### config.mk
export PLATFORM = sky130hd
export DESIGN_NAME = hdmi_video_timing_ctrl
export DESIGN_NICKNAME = d
export VERILOG_FILES = /design/src/rtl/hdmi_video_timing_ctrl.sv
export SDC_FILE = /design/constraint.sdc
export NUM_CORES = 1
export LEC_CHECK = 0
export CAP_MARGIN = 20
export CORE_ASPECT_RATIO = 1.4
export CORE_MARGIN = 2
export CORE_UTILIZATION = 49
export DETAILED_ROUTE_END_ITERATION = 12
export PLACE_DENSITY = 0.82
export SYNTH_ARGS = -nofsm -noshare
export SYNTH_HDL_FRONTEND = slang
export SYNTH_SLANG_ARGS = --single-unit
### constraint.sdc
create_clock -name pclk -period 4.05 [get_ports pclk]
set_input_delay 1.215 -clock pclk [delete_from_list [all_inputs] [get_ports pclk]]
set_output_delay 1.215 -clock pclk [all_outputs]
set_load 0.005 [all_outputs]
### src/rtl/hdmi_video_timing_ctrl.sv
// HDMI/DVI raster sequencer: generates hsync/vsync/de, requests pixels from an upstream
// source and aligns the returned RGB888 data with the timing after RD_LATENCY cycles.
module hdmi_video_timing_ctrl #(
  parameter int H_ACTIVE   = 1280,
  parameter int H_FP       = 110,
  parameter int H_SYNC     = 40,
  parameter int H_BP       = 220,
  parameter int V_ACTIVE   = 720,
  parameter int V_FP       = 5,
  parameter int V_SYNC     = 5,
  parameter int V_BP       = 20,
  parameter bit SYNC_POL   = 1'b1,
  parameter int RD_LATENCY = 2
) (
  input  logic        pclk,
  input  logic        reset,
  input  logic        video_en,
  input  logic        underflow_clr,
  output logic        pixel_req,
  output logic [10:0] pixel_x,
  output logic [10:0] pixel_y,
  input  logic        pixel_valid,
  input  logic [23:0] pixel_data,
  output logic [23:0] video_din,
  output logic        video_hsync,
  output logic        video_vsync,
  output logic        video_de,
  output logic        frame_start,
  output logic        busy,
  output logic        underflow
);

  localparam int H_TOTAL = H_ACTIVE + H_FP + H_SYNC + H_BP;
  localparam int V_TOTAL = V_ACTIVE + V_FP + V_SYNC + V_BP;

  localparam logic [10:0] H_ACT_W   = 11'(H_ACTIVE);
  localparam logic [10:0] H_SS_W    = 11'(H_ACTIVE + H_FP);
  localparam logic [10:0] H_SE_W    = 11'(H_ACTIVE + H_FP + H_SYNC);
  localparam logic [10:0] H_LAST_W  = 11'(H_TOTAL - 1);
  localparam logic [10:0] V_ACT_W   = 11'(V_ACTIVE);
  localparam logic [10:0] V_SS_W    = 11'(V_ACTIVE + V_FP);
  localparam logic [10:0] V_SE_W    = 11'(V_ACTIVE + V_FP + V_SYNC);
  localparam logic [10:0] V_LAST_W  = 11'(V_TOTAL - 1);

  typedef enum logic [1:0] {IDLE, RUN, STOP} state_t;

  state_t      state;
  state_t      next_state;
  logic [10:0] h_cnt;
  logic [10:0] v_cnt;
  logic        running;
  logic        frame_wrap;
  logic        act;
  logic        hs;
  logic        vs;
  logic        fs;

  logic [RD_LATENCY-1:0] act_pipe;
  logic [RD_LATENCY-1:0] hs_pipe;
  logic [RD_LATENCY-1:0] vs_pipe;
  logic [RD_LATENCY-1:0] fs_pipe;
  logic                  act_d;

  always_ff @(posedge pclk) begin
    if (reset) state <= IDLE;
    else       state <= next_state;
  end

  // Stopping takes effect only at the frame wrap so the sink never sees a truncated frame.
  always_comb begin
    next_state = state;
    case (state)
      IDLE: if (video_en) next_state = RUN;
      RUN: begin
        if (!video_en) next_state = frame_wrap ? IDLE : STOP;
      end
      STOP: begin
        if (video_en)        next_state = RUN;
        else if (frame_wrap) next_state = IDLE;
      end
      default: next_state = IDLE;
    endcase
  end

  always_comb begin
    running = (state != IDLE);
    busy    = running;
  end

  assign frame_wrap = (h_cnt == H_LAST_W) && (v_cnt == V_LAST_W);

  always_ff @(posedge pclk) begin
    if (reset || !running) begin
      h_cnt <= '0;
      v_cnt <= '0;
    end else if (h_cnt == H_LAST_W) begin
      h_cnt <= '0;
      v_cnt <= (v_cnt == V_LAST_W) ? 11'd0 : v_cnt + 11'd1;
    end else begin
      h_cnt <= h_cnt + 11'd1;
    end
  end

  always_comb begin
    act       = running && (h_cnt < H_ACT_W) && (v_cnt < V_ACT_W);
    hs        = running && (h_cnt >= H_SS_W) && (h_cnt < H_SE_W);
    vs        = running && (v_cnt >= V_SS_W) && (v_cnt < V_SE_W);
    fs        = running && (h_cnt == 11'd0) && (v_cnt == 11'd0);
    pixel_req = act;
    pixel_x   = act ? h_cnt : 11'd0;
    pixel_y   = act ? v_cnt : 11'd0;
  end

  // Timing flags travel alongside the source read so they meet pixel_data in the same cycle.
  always_ff @(posedge pclk) begin
    if (reset) begin
      act_pipe <= '0;
      hs_pipe  <= '0;
      vs_pipe  <= '0;
      fs_pipe  <= '0;
    end else begin
      act_pipe[0] <= act;
      hs_pipe[0]  <= hs;
      vs_pipe[0]  <= vs;
      fs_pipe[0]  <= fs;
      for (int i = 1; i < RD_LATENCY; i++) begin
        act_pipe[i] <= act_pipe[i-1];
        hs_pipe[i]  <= hs_pipe[i-1];
        vs_pipe[i]  <= vs_pipe[i-1];
        fs_pipe[i]  <= fs_pipe[i-1];
      end
    end
  end

  assign act_d = act_pipe[RD_LATENCY-1];

  always_ff @(posedge pclk) begin
    if (reset) begin
      video_din   <= '0;
      video_de    <= 1'b0;
      video_hsync <= ~SYNC_POL;
      video_vsync <= ~SYNC_POL;
      frame_start <= 1'b0;
      underflow   <= 1'b0;
    end else begin
      video_din   <= (act_d && pixel_valid) ? pixel_data : 24'h0;
      video_de    <= act_d;
      video_hsync <= hs_pipe[RD_LATENCY-1] ^ ~SYNC_POL;
      video_vsync <= vs_pipe[RD_LATENCY-1] ^ ~SYNC_POL;
      frame_start <= fs_pipe[RD_LATENCY-1];
      if (underflow_clr)              underflow <= 1'b0;
      else if (act_d && !pixel_valid) underflow <= 1'b1;
    end
  end

endmodule

Word-level counts from Yosys, hierarchy flattened
Cells that the tools add are included.
{"block": "word_totals", "reg_bits": 61, "wordCells": 60, "memories": 0, "ram_bits": 0, "latchBits": 0, "romBits": 0, "in_bits": 29}
{"block": "classes", "div": 0, "shifts": 0, "n_addsub": 2, "mul": 0, "n_eq_ne": 7, "bitwise": 1, "n_lt_le_gt_ge": 6, "n_reduce_logical": 22, "mux": 9}
{"cell": "11-bit two-way mux", "n": 3}
{"cell": "11-bit by 1-bit adder with 11-bit output (second input constant)", "n": 2}
{"cell": "11-bit zero test", "n": 2}
{"cell": "11-bit by 10-bit less-than comparator with 1-bit output (second input constant)", "n": 2}
{"cell": "11-bit less-than comparator (second input constant)", "n": 2}
{"cell": "11-bit by 10-bit == test with 1-bit output (second input constant)", "n": 1}
{"cell": "11-bit == test (second input constant)", "n": 1}
{"cell": "11-bit by 10-bit >= comparator with 1-bit output (second input constant)", "n": 1}
{"cell": "11-bit >= comparator (second input constant)", "n": 1}
{"cell": "1-bit logical AND", "n": 11}
{"cell": "2-bit two-way mux", "n": 5}
{"cell": "2-bit case mux with 3 select lines", "n": 1}
{"cell": "2-bit OR reduction", "n": 3}
{"cell": "2-bit != test (second input constant)", "n": 2}
{"cell": "3-bit != test (second input constant)", "n": 1}
{"cell": "3-bit AND reduction", "n": 1}
{"cell": "2-bit by 1-bit == test with 1-bit output (second input constant)", "n": 1}
{"cell": "2-bit == test (second input constant)", "n": 1}
{"cell": "1-bit zero test", "n": 2}
{"cell": "2-bit zero test", "n": 1}
{"cell": "2-bit nonzero test", "n": 1}
{"cell": "1-bit logical OR", "n": 1}
{"cell": "1-bit inverter", "n": 1}

Logic depth before layout (Yosys ltp)
{"block": "logic_depth", "ltp_word": 5, "ltp_mapped": 7}

Worst setup path before layout
No wires, ideal clock.
{"block": "synth_path", "path_type": "register to output", "from": "register v_cnt[6]", "to": "output port pixel_x[2]", "slack_ps": 1388, "t_arrival_ps": 1447, "stages_incl_launch_ff": 6, "n_path_buf": 1, "path_cell_list": "dfxtp_1 > nor4bb_1 > nand2_1 > o2111a_1 > clkbuf_1 > and2_2"}
{"block": "synth_between", "elab_chain_cells": 3}
{"element": "from (decl)", "line": "50", "text": "logic [10:0] v_cnt;"}
{"element": "from (signal assigned)", "line": "98", "text": "v_cnt <= (v_cnt == V_LAST_W) ? 11'd0 : v_cnt + 11'd1;"}
{"element": "11-bit by 10-bit less-than comparator with 1-bit output", "line": "105", "text": "act = running && (h_cnt < H_ACT_W) && (v_cnt < V_ACT_W);"}
{"element": "1-bit logical AND", "line": "105"}
{"element": "11-bit two-way mux", "line": "110", "text": "pixel_x = act ? h_cnt : 11'd0;"}
{"element": "to (decl)", "line": "20", "text": "output logic [10:0] pixel_x,"}
Every way passes these cells.

Worst setup path after layout
Same ends and word-level chain as after synthesis.

==> impl_results.md <==
* Total half-perimeter wirelength after legalization and detailed placement at 4265 um
* Critical path capture point type: primary output
* Area of the die at 5619 sq um
* Worst Setup Path Type: reg -> out
* Clock-pin transition on the worst setup and hold timing paths at 0.06 ns
* Number of nets with antenna violations after detailed routing at 0
* CTS buffer count at 9
* Net Count, Synth at 303
* Transition time at the pin with the least slew margin at 0.7480 ns
* Final count of negative-setup-slack endpoints at 0
* Initial Util at 50.88%
* Vias in the first global route at 2000
* Post-route standard cell area excluding fillers at 3453 sq um
* Primary FF master, synth: sky130_fd_sc_hd__dfxtp_1
* Count of mapped cells out of synthesis at 268
* Synthesized area divided by synthesized cell count at 9.193 sq um
* Netlist area before placement at 2464 sq um
* Max-slew violation count at 0
* Largest buffer count on any clock path at 2
* Post-route minimum period at 3.768 ns
* Fraction of layout instances using a drive strength above 1 at 6.628%
* Maximum net fanout on the critical path at 23
* Placed cell area at 3271 sq um
* Final layout net count at 378
* Ratio of routed vias to standard cells at 5.273
* Global-route usage over all layers at 21.85%
* Cell-by-cell listing of the critical path: nor4bb_1 > nand2_1 > o2111a_1 > and2_2 > clkdlybuf4s50_1
* RSZ-0062 raised after global routing: false
* Post-CTS Setup Repair Bufs at 0
* Setup Skew at 0.006791 ns
* Hold violation count in the final report at 0
* Initial antenna violation count at 0
* Run status: finished, final reports clean
* WP data arrival at 2.55 ns
* Number of synthesized flops with an enable pin at 0
* IO buf count at 80
* Final hold slack at 0.4348 ns
* Share of flip-flops with an asynchronous set or reset after synthesis at 0%
* Number of gates resized after CTS at 0
* Most instantiated library cell after synthesis: sky130_fd_sc_hd__dfxtp_1
* Count of vias placed by the detailed router at 2167
* Top-area cell type share of the netlist area at 49.57%
* H-tree lvl count at 3
* CP Launch Type: flip-flop
* Setup slack after placement at 0.6887 ns
* Total overflow reported by the global router at 0
* Clock sinks at 61
* Standard-cell row count at 30
* Critical Path RT at 2.83 ns
* Antenna diode count at 0
* Yosys warning count at 0
* Max-cap violation count at 0
* Worst slew margin at 49.67%
* Root Buffer: sky130_fd_sc_hd__clkbuf_8
* Post-detailed-route DRC marker count at 0
* Count of state elements after synthesis at 61
* Vertical extent of the die at 87.90 um
* Area grow syn2layout at 40.17%
* Synth top cells by count: sky130_fd_sc_hd__dfxtp_1 (61), sky130_fd_sc_hd__and3_1 (27), sky130_fd_sc_hd__and2_1 (21)
* Largest net degree at the start of global routing at 26
* Final Cycle Share at 93.03%
* Number of buffers inserted by hold repair at cts at 0
* Chip width at 63.93 um
* # IOs at 82
* Distinct cells, synth at 39
* Power density over the cells at 329.3 nW/um^2
* Final setup slack of the worst path at 0.2824 ns
* Wire length of the first global-routing pass at 9356 um
* Synth area leader: sky130_fd_sc_hd__dfxtp_1
* Clock tree from TritonCTS: done
* Max Fclk at 0.2654 GHz
* Total core area at 4842 sq um
* Leak at 1.318 nW
* DR iter-0 viols at 115
* Clock latency of the later-clocked register in the worst-skew pair at 0.33 ns
* Routed wire length at 5918 um
* Max stage delay cell, worst path: sky130_fd_sc_hd__o2111a_1
* Path category of the worst min-delay check: reg -> reg
* Aggregate negative setup slack at 0 ns
* Dominant cells by area after synthesis: sky130_fd_sc_hd__dfxtp_1 (50%), sky130_fd_sc_hd__and3_1 (6.9%), sky130_fd_sc_hd__and2_1 (5.3%)
* Critical Path Max Stage Delay at 0.50 ns
* GP Congestion at 0.8037
* Final cell utilization of the core at 71.32%
* IR drop worst, VDD at 0.0002106 V
* WL per Instance at 14.40 um
* Number of search-and-repair iterations in the first detailed-routing pass at 4
* Part of the Yosys area used for sequential elements at 49.57%
## per-layer routing
metal	up-vias	track usage [%]	wire length, um
met1	993	24.33	2427
met5	-	0	0
met4	0	13.83	190
met3	16	5.913	414
met2	98	36.84	2886
li1	1060	-	-
## worst max-delay path, delay by kind of cell (launching register included)
family | cells | cell delay [ns]
compound gates | 1 | 0.50
buf+inv | 1 | 0.44
flops | 1 | 0.41
simple gates | 3 | 0.88
## worst paths after layout
path              cells past startpoint                endpoint              startpoint  slack [ns]
setup / recovery                      5              pixel_x[2]   v_cnt[6]$_SDFFE_PP0P_        0.28
hold reg to reg                       1  act_pipe[1]$_SDFF_PP0_  act_pipe[0]$_SDFF_PP0_        0.43
hold / removal                        1  act_pipe[1]$_SDFF_PP0_  act_pipe[0]$_SDFF_PP0_        0.43
setup reg to reg                      5   v_cnt[7]$_SDFFE_PP0P_     h_cnt[2]$_SDFF_PP0_        1.84
## cell type report
cell class	count	area, sq um
Sequential cell	61	1221
Fill cell	377	1389
Timing Repair Buffer	82	815.8
Multi-Input combinational cell	180	1127
Clock inverter	4	23.77
Clock buffer	11	151.4
Tap cell	64	80.08
Inverter	9	33.78
## power breakdown
part	total, mW	switching, mW	internal, mW
sequential	0.608	0.00276	0.606
clock	0.468	0.219	0.249
combinational	0.0604	0.0233	0.0371
total	1.14	0.245	0.892
## kinds of logic after synthesis
group	after synthesis	share of synthesized area, %
compound gates	23	5.942
fa+ha+maj	6	3.047
buf+inv	27	4.672
simple gates	136	31.64
flops	61	49.57
xor+xnor	14	4.977
other cells	1	0.1522
## sequential cells by signal (all words and copies together), names as in the netlist
| name | count |
|---|---|
| video_din | 24 |
| h_cnt | 11 |
| v_cnt | 11 |
| act_pipe | 2 |
| fs_pipe | 2 |
| hs_pipe | 2 |
| state | 2 |
| vs_pipe | 2 |
| frame_start | 1 |
| underflow | 1 |
| video_de | 1 |
| video_hsync | 1 |
| video_vsync | 1 |
## stage by stage
stage                     power (mW)  cells
after floorplan               0.6413    268
after global placement        0.6808    395
after detailed placement      0.6821    395
after CTS                      1.149    410
after global routing           1.182    411
final                          1.137    411
## layout by cell type (no fill, tap or decap), drive strengths merged, types with 7 or more instances in the layout
cell	n
nand2	13
nor2	20
dfxtp	61
a21oi	9
and2	22
nor2b	10
clkbuf	11
xnor2	11
nand3	10
and3	27
clkdlybuf4s50	80
nor3	7
inv	9
No activity file was read; power rests on OpenSTA's default activity.
